--- src/rtl/rou_pkg.sv ---
// Shared codes and field layout for the ROU terminal receiver.
package rou_pkg;

  typedef enum logic [1:0] {
    CMD_IDLE = 2'b00,
    CMD_WR   = 2'b01,
    CMD_RD   = 2'b10,
    CMD_RRSP = 2'b11
  } rou_cmd_e;

  typedef enum logic [2:0] {
    ACK_NONE = 3'd0,
    ACK_ACC  = 3'd1,
    ACK_DROP = 3'd2
  } rou_ack_e;

  typedef enum logic [1:0] {ST_RUN, ST_HOLD, ST_FLUSH} rx_state_e;

  localparam int CMD_W   = 2;
  localparam int OFF_CMD = 0;
  localparam int OFF_TAG = OFF_CMD + CMD_W;

  function automatic int bwid_of(input int dwid);
    return (dwid == 512) ? 6 : (dwid == 256) ? 5 : (dwid == 128) ? 4 : (dwid == 64) ? 3 : 2;
  endfunction

  function automatic int off_bytes(input int twid);
    return OFF_TAG + twid;
  endfunction

  function automatic int off_addr(input int twid, input int bwid);
    return OFF_TAG + twid + bwid;
  endfunction

  function automatic int off_data(input int twid, input int bwid, input int awid);
    return OFF_TAG + twid + bwid + awid;
  endfunction

endpackage

--- src/rtl/rou_terminal_rx_if.sv ---
// Sender/consumer bundle of the ROU terminal receiver.
interface rou_terminal_rx_if #(
  parameter int DWID = 128,
  parameter int AWID = 32,
  parameter int TWID = 5,
  parameter int BWID = rou_pkg::bwid_of(DWID),
  parameter int WID  = 2 + DWID + AWID + BWID + TWID
);
  logic [WID-1:0]  rou_in;
  logic            rou_in_seen;
  logic [2:0]      ack_out;
  logic            hold;
  logic            flush;
  logic            msg_valid;
  logic            msg_ready;
  logic [1:0]      msg_cmd;
  logic [TWID-1:0] msg_tag;
  logic [BWID-1:0] msg_bytes;
  logic [AWID-1:0] msg_addr;
  logic [DWID-1:0] msg_data;
  logic            msg_seen;

  modport master (
    output rou_in, rou_in_seen, hold, flush, msg_ready,
    input  ack_out, msg_valid, msg_cmd, msg_tag, msg_bytes, msg_addr, msg_data, msg_seen
  );

  modport slave (
    input  rou_in, rou_in_seen, hold, flush, msg_ready,
    output ack_out, msg_valid, msg_cmd, msg_tag, msg_bytes, msg_addr, msg_data, msg_seen
  );
endinterface

--- src/rtl/rou_rx_fifo.sv ---
// Single-clock message buffer with registered full/empty and an occupancy count.
module rou_rx_fifo #(
  parameter int W     = 8,
  parameter int DEPTH = 4,
  parameter int AW    = $clog2(DEPTH),
  parameter int CW    = AW + 1
) (
  input  logic          clk,
  input  logic          rst_n,
  input  logic          push,
  input  logic          pop,
  input  logic [W-1:0]  wdata,
  output logic [W-1:0]  rdata,
  output logic          full,
  output logic          empty,
  output logic [CW-1:0] count
);
  logic [W-1:0]  mem [DEPTH];
  logic [AW-1:0] wr_ptr, rd_ptr;
  logic [CW-1:0] cnt_n;
  logic          do_push, do_pop;

  // Full/empty gate both ends, so a push on a full buffer is refused even alongside a pop.
  assign do_push = push && !full;
  assign do_pop  = pop && !empty;
  assign rdata   = mem[rd_ptr];

  always_comb begin
    cnt_n = count;
    unique case ({do_push, do_pop})
      2'b10:   cnt_n = count + 1'b1;
      2'b01:   cnt_n = count - 1'b1;
      default: cnt_n = count;
    endcase
  end

  always_ff @(posedge clk) begin
    if (do_push) mem[wr_ptr] <= wdata;
  end

  always_ff @(posedge clk or negedge rst_n) begin
    if (!rst_n) begin
      wr_ptr <= '0;
      rd_ptr <= '0;
      count  <= '0;
      full   <= 1'b0;
      empty  <= 1'b1;
    end else begin
      if (do_push) wr_ptr <= wr_ptr + 1'b1;
      if (do_pop)  rd_ptr <= rd_ptr + 1'b1;
      count <= cnt_n;
      full  <= (cnt_n == CW'(DEPTH));
      empty <= (cnt_n == '0);
    end
  end
endmodule

--- src/rtl/rou_terminal_rx.sv ---
// ROU terminal receiver: window filter, RUN/HOLD/FLUSH control, buffered delivery.
// Optional ROU_RX_STATS_EN adds saturating accept/drop counters.
module rou_terminal_rx import rou_pkg::*; #(
  parameter int             DWID  = 128,
  parameter int             AWID  = 32,
  parameter int             TWID  = 5,
  parameter int             BWID  = bwid_of(DWID),
  parameter int             WID   = 2 + DWID + AWID + BWID + TWID,
  parameter int             DEPTH = 4,
  parameter logic [AWID-1:0] BASE = '0,
  parameter logic [AWID-1:0] MASK = '0
) (
  input  logic clk,
  input  logic rst_n,
  rou_terminal_rx_if.slave bus
`ifdef ROU_RX_STATS_EN
  ,
  output logic [15:0] stat_acc,
  output logic [15:0] stat_drop
`endif
);
  localparam int CW    = $clog2(DEPTH) + 1;
  localparam int OFF_B = off_bytes(TWID);
  localparam int OFF_A = off_addr(TWID, BWID);
  localparam int OFF_D = off_data(TWID, BWID, AWID);

  rx_state_e       state, state_n;
  rou_ack_e        ack;
  logic            offer, hit, push, pop, full, empty, msg_valid;
  logic [CW-1:0]   cnt;
  logic [WID:0]    head;
  logic [AWID-1:0] in_addr;

  assign in_addr = bus.rou_in[OFF_A +: AWID];
  assign offer   = (bus.rou_in[OFF_CMD +: CMD_W] != CMD_IDLE);
  assign hit     = (((in_addr ^ BASE) & MASK) == '0);

  always_ff @(posedge clk or negedge rst_n) begin
    if (!rst_n) state <= ST_RUN;
    else        state <= state_n;
  end

  // ack depends only on the offer and registered state, never on msg_ready.
  always_comb begin
    state_n = state;
    ack     = ACK_NONE;
    push    = 1'b0;
    unique case (state)
      ST_RUN: begin
        if (offer) begin
          if (!hit) begin
            ack = ACK_DROP;
          end else if (!full) begin
            ack  = ACK_ACC;
            push = 1'b1;
          end
        end
        state_n = bus.hold ? ST_HOLD : ST_RUN;
      end
      ST_HOLD:  state_n = bus.hold ? ST_HOLD : ST_RUN;
      // Leave once this cycle's discard empties the buffer.
      ST_FLUSH: if (cnt <= CW'(1)) state_n = bus.hold ? ST_HOLD : ST_RUN;
      default:  state_n = ST_RUN;
    endcase
    if (bus.flush) state_n = ST_FLUSH;
    if (!rst_n) begin
      ack  = ACK_NONE;
      push = 1'b0;
    end
  end

  assign msg_valid = !empty && (state != ST_FLUSH);
  assign pop       = (state == ST_FLUSH) ? !empty : (msg_valid && bus.msg_ready);

  rou_rx_fifo #(.W(WID + 1), .DEPTH(DEPTH)) u_fifo (
    .clk   (clk),
    .rst_n (rst_n),
    .push  (push),
    .pop   (pop),
    .wdata ({bus.rou_in_seen, bus.rou_in}),
    .rdata (head),
    .full  (full),
    .empty (empty),
    .count (cnt)
  );

  assign bus.ack_out   = ack;
  assign bus.msg_valid = msg_valid;
  assign bus.msg_cmd   = msg_valid ? head[OFF_CMD +: CMD_W] : '0;
  assign bus.msg_tag   = msg_valid ? head[OFF_TAG +: TWID]  : '0;
  assign bus.msg_bytes = msg_valid ? head[OFF_B +: BWID]    : '0;
  assign bus.msg_addr  = msg_valid ? head[OFF_A +: AWID]    : '0;
  assign bus.msg_data  = msg_valid ? head[OFF_D +: DWID]    : '0;
  assign bus.msg_seen  = msg_valid && head[WID];

`ifdef ROU_RX_STATS_EN
  always_ff @(posedge clk or negedge rst_n) begin
    if (!rst_n) begin
      stat_acc  <= '0;
      stat_drop <= '0;
    end else begin
      if (ack == ACK_ACC  && stat_acc  != 16'hFFFF) stat_acc  <= stat_acc + 1'b1;
      if (ack == ACK_DROP && stat_drop != 16'hFFFF) stat_drop <= stat_drop + 1'b1;
    end
  end
`endif
endmodule

--- src/flat_wrapper.sv ---
// flat-port wrapper written by rule: the top's interface ports become plain ports
module rou_terminal_rx_flat import rou_pkg::*;
#(
  parameter int             DWID  = 128,
  parameter int             AWID  = 32,
  parameter int             TWID  = 5,
  parameter int             BWID  = bwid_of(DWID),
  parameter int             WID   = 2 + DWID + AWID + BWID + TWID,
  parameter int             DEPTH = 4,
  parameter logic [AWID-1:0] BASE = '0,
  parameter logic [AWID-1:0] MASK = '0
)
  (clk, rst_n, bus_rou_in, bus_rou_in_seen, bus_hold, bus_flush, bus_msg_ready, bus_ack_out, bus_msg_valid, bus_msg_cmd, bus_msg_tag, bus_msg_bytes, bus_msg_addr, bus_msg_data, bus_msg_seen);
  rou_terminal_rx_if #(.DWID(DWID), .AWID(AWID), .TWID(TWID), .BWID(BWID), .WID(WID)) bus_i ();
  input  logic clk;
  input  logic rst_n;
  input wire logic [$bits(bus_i.rou_in)-1:0] bus_rou_in;
  input wire logic [$bits(bus_i.rou_in_seen)-1:0] bus_rou_in_seen;
  input wire logic [$bits(bus_i.hold)-1:0] bus_hold;
  input wire logic [$bits(bus_i.flush)-1:0] bus_flush;
  input wire logic [$bits(bus_i.msg_ready)-1:0] bus_msg_ready;
  output wire logic [$bits(bus_i.ack_out)-1:0] bus_ack_out;
  output wire logic [$bits(bus_i.msg_valid)-1:0] bus_msg_valid;
  output wire logic [$bits(bus_i.msg_cmd)-1:0] bus_msg_cmd;
  output wire logic [$bits(bus_i.msg_tag)-1:0] bus_msg_tag;
  output wire logic [$bits(bus_i.msg_bytes)-1:0] bus_msg_bytes;
  output wire logic [$bits(bus_i.msg_addr)-1:0] bus_msg_addr;
  output wire logic [$bits(bus_i.msg_data)-1:0] bus_msg_data;
  output wire logic [$bits(bus_i.msg_seen)-1:0] bus_msg_seen;
  assign bus_i.rou_in = bus_rou_in;
  assign bus_i.rou_in_seen = bus_rou_in_seen;
  assign bus_i.hold = bus_hold;
  assign bus_i.flush = bus_flush;
  assign bus_i.msg_ready = bus_msg_ready;
  assign bus_ack_out = bus_i.ack_out;
  assign bus_msg_valid = bus_i.msg_valid;
  assign bus_msg_cmd = bus_i.msg_cmd;
  assign bus_msg_tag = bus_i.msg_tag;
  assign bus_msg_bytes = bus_i.msg_bytes;
  assign bus_msg_addr = bus_i.msg_addr;
  assign bus_msg_data = bus_i.msg_data;
  assign bus_msg_seen = bus_i.msg_seen;
  rou_terminal_rx #(.DWID(DWID), .AWID(AWID), .TWID(TWID), .BWID(BWID), .WID(WID), .DEPTH(DEPTH), .BASE(BASE), .MASK(MASK)) u_core (.clk(clk), .rst_n(rst_n), .bus(bus_i));
endmodule
--- config.mk ---
export PLATFORM = sky130hd
export DESIGN_NAME = rou_terminal_rx_flat
export DESIGN_NICKNAME = d
export VERILOG_FILES = /design/src/rtl/rou_pkg.sv /design/src/rtl/rou_terminal_rx_if.sv /design/src/rtl/rou_rx_fifo.sv /design/src/rtl/rou_terminal_rx.sv /design/src/flat_wrapper.sv
export SDC_FILE = /design/constraint.sdc
export NUM_CORES = 1
export LEC_CHECK = 0
export BUFFER_PORTS_ARGS = -buffer_cell sky130_fd_sc_hd__buf_2
export CAP_MARGIN = 30
export CORE_UTILIZATION = 60
export CTS_BUF_LIST = sky130_fd_sc_hd__clkbuf_8
export DETAILED_ROUTE_END_ITERATION = 16
export PLACE_DENSITY = 0.84
export SETUP_SLACK_MARGIN = 0.3
export SLEW_MARGIN = 20
export SYNTH_ARGS = -nofsm -noshare
export SYNTH_HDL_FRONTEND = slang
export SYNTH_SLANG_ARGS = --single-unit
--- constraint.sdc ---
create_clock -name clk -period 6.5 [get_ports clk]
set_input_delay 0.325 -clock clk [delete_from_list [all_inputs] [get_ports clk]]
set_output_delay 0.325 -clock clk [all_outputs]
set_load 0.05 [all_outputs]
==> metrics.txt <==
Die W=213 um; Syn Inst Count=roughly 1200; Max Transition Viols Final=0; commonest non-fill, non-tap cell in the layout=edfxtp_1; CTS tree=yes; global-route track usage on met3=7.72%; HP Class=input pin to register; DR iter-0 viols=1145; status=completed; Antenna Nets Post-Route=0; Total Wirelength=59300 um; slowest CP cell=dfrtp_4; main flop type after synthesis=edfxtp_1; Worst path max stage delay=0.73 ns; PD cells=412 nW/um^2; TNS Setup=0 ns; Ports=~350; port bufs=350; Crit. path cell count=5; H-tree depth reported by CTS=3; Post-CTS Resized=0; Worst path top cell family by delay=buffers and inverters; Site Rows=76; Yosys Warn Count=0; Clock Tree Buf Depth=3; sequential-to-total area share from yosys stat=78.4%; first-pass GRT wire length=just under 90000 um; Skew-Pair Late Insertion Delay=0.68 ns; Avg WL per Cell=24.5 um; initial core utilization=61.5%; drt first pass iters=5; Filler cells=2250; Net count, final=1936; Critical Path End Type=primary output; maxcap violations=0; CTS root buf=clkbuf_8; synthesis-stage register bit count=approximately 700; M2 GR Usage=43.4%; Worst VDD drop=between 0.3 and 0.4 mV; syn avg cell area=~23 um^2; worst path required time=6.17 ns; CTS Buf Count=104; DRC Markers=0; via count=14010; final setup violation count=0; Synth async-reset ratio=1.57%; Inst Count DP=between 2000 and 2500; Die ar.=45400 um^2; critical path class=register to primary output; global placement routability congestion=0.750; P&R area growth vs syn=22.4%; Final Cycle Share=58.8%; Buf/Inv on CP=3; post-CTS setup buffer count=0; vias in the first global route=14861; CTS sink cnt=699; most frequent cells in the layout=edfxtp_1, buf_2, dlygate4sd3_1; r2r setup slk=3.47 ns; CP arrival=between 3 and 4 ns; layer with the highest usage=met2; Tot Pwr=13500 uW; Post-Syn Area=26700 um^2; chip height=213 um; Cell Chain, Critical Path=buf_16 > buf_12 > mux4_2 > and2_1 > buf_2; Post-DP HPWL=30900 um; clk_skew=around 0.024 ns; count of different cell masters after synthesis=33; worst-path fanout max=92; vias per cell=between 5 and 6; Tmin final=3.82 ns; CP Launch Point=u_core.u_fifo.rd_ptr[0]; startpoint type of the worst setup path=register; largest net degree at the start of global routing=93; fmax=0.262 GHz; grt ovf=0; unrepaired setup endpoints after global routing=no; worst-case reg-to-reg path depth=4; placeable core area=between 40000 and 50000 um^2; Post-synth EDFFs=688; antenna violations before repair=6; Leak=0.0116 uW; Clk pin slew, worst setup/hold paths=0.06 ns; Final Hold Vio Count=0; Non-Filler Instances=2422; Critical R2R Capture=u_core.u_fifo.mem[0][24]; worst slew pin tran=a little under 1 ns; gr usage total=between 20% and 30%; worst setup path endpoint=bus_msg_data[35]; layout cells sized above 1=between 30% and 40%; worst rel slew slack=34.6%; FF-to-FF Start=u_core.state[0]; met1 Resource Use GR=about a third
==> flip-flops by register name, summed over array words and instances, names as in the netlist <==
| signal | cells |
|---|---|
| u_core.state | 2 |
| u_core.u_fifo.count | 3 |
| u_core.u_fifo.empty | 1 |
| u_core.u_fifo.full | 1 |
| u_core.u_fifo.mem | 688 |
| u_core.u_fifo.rd_ptr | 2 |
| u_core.u_fifo.wr_ptr | 2 |
==> power breakdown <==
group          switching [uW]  leakage [uW]  internal (uW)
clock                    1650       0.00107           1660
combinational            2990       0.00422           1670
sequential                195       0.00634           5290
==> worst min path at each step <==
stage	cells after the start	startpoint	to
floorplan	0	rst_n	u_core.state[0]
global placement	1	rst_n	u_core.u_fifo.rd_ptr[1]
detailed placement	1	rst_n	u_core.u_fifo.rd_ptr[1]
CTS	4	bus_msg_ready	u_core.u_fifo.rd_ptr[0]
global route	4	bus_msg_ready	u_core.u_fifo.rd_ptr[0]
finish	4	bus_msg_ready	u_core.u_fifo.rd_ptr[0]
==> logic make-up (layout without fill, tap and decap cells) <==
logic type	after synthesis	in the layout	share of synthesized area (%)
adders and majority gates	8	8	0.375
and+or+nand+nor	196	196	4.50
other	1	7	0.0140
DFF	699	699	78.4
buffers and inverters	70	739	1.76
muxes	173	173	14.5
xor gates and xnor gates	3	3	0.0984
AOI/OAI and AO/OA	12	12	0.305
==> worst min-delay path, cell delays in order <==
cell     delay, ns
buf_2         0.10
inv_1         0.04
a21oi_1       0.14
xor2_1        0.16
==> per-stage QoR <==
step / instance area [um^2] / util (%) / hold WS (ns) / worst slack [ns]
after global placement: 28900 / 66.6 / 0.204 / 3.21
after CTS: 32700 / 75.2 / 0.0457 / 2.54
after global routing: 32700 / 75.2 / 0.0895 / 2.37
final: 32700 / 75.2 / 0.122 / 2.68
after detailed placement: 29000 / 66.7 / 0.204 / 3.28
after floorplan: 26700 / - / 0.0294 / 0.949
==> layout make-up <==
| class | instances | area [um^2] | area share [%] |
|---|---|---|---|
| Antenna cell | 5 | 12.5 | 0.0383 |
| Clock buffer | 108 | 1490 | 4.55 |
| Clock inverter | 79 | 410 | 1.26 |
| Inverter | 7 | 26.3 | 0.0804 |
| Multi-Input combinational cell | 394 | 5320 | 16.3 |
| Sequential cell | 699 | 20900 | 64.1 |
| Tap cell | 585 | 732 | 2.24 |
| Timing Repair Buffer | 545 | 3760 | 11.5 |
==> repair_timing <==
item                                    in CTS  in global routing
hold buffers                               178                  0
endpoints found under the setup margin       0                  0
endpoints found under the hold margin      701                  0
==> cells in the mapped netlist, drive strengths merged (2+ instances only) <==
master	count	share of area, %
edfxtp	688	77
and2	176	4.1
mux4	172	15
buf	43	1.4
clkbuf	20	0.28
dfrtp	10	0.94
ha	8	0.37
inv	7	0.098
nand2	7	0.098
nor2	4	0.056
nor2b	3	0.070
o21ai	3	0.056
nand2b	2	0.047
nor4b	2	0.066
o21a	2	0.056
o31ai	2	0.056
xnor2	2	0.066
==> per-layer routing <==
layer / vias to the layer above / routed length, um
met1: 7198 / 21700
met5: - / 26
met2: 744 / 30300
met4: 4 / 1710
met3: 125 / 5490
li1: 5939 / -
(Power assumes the default switching activity.)
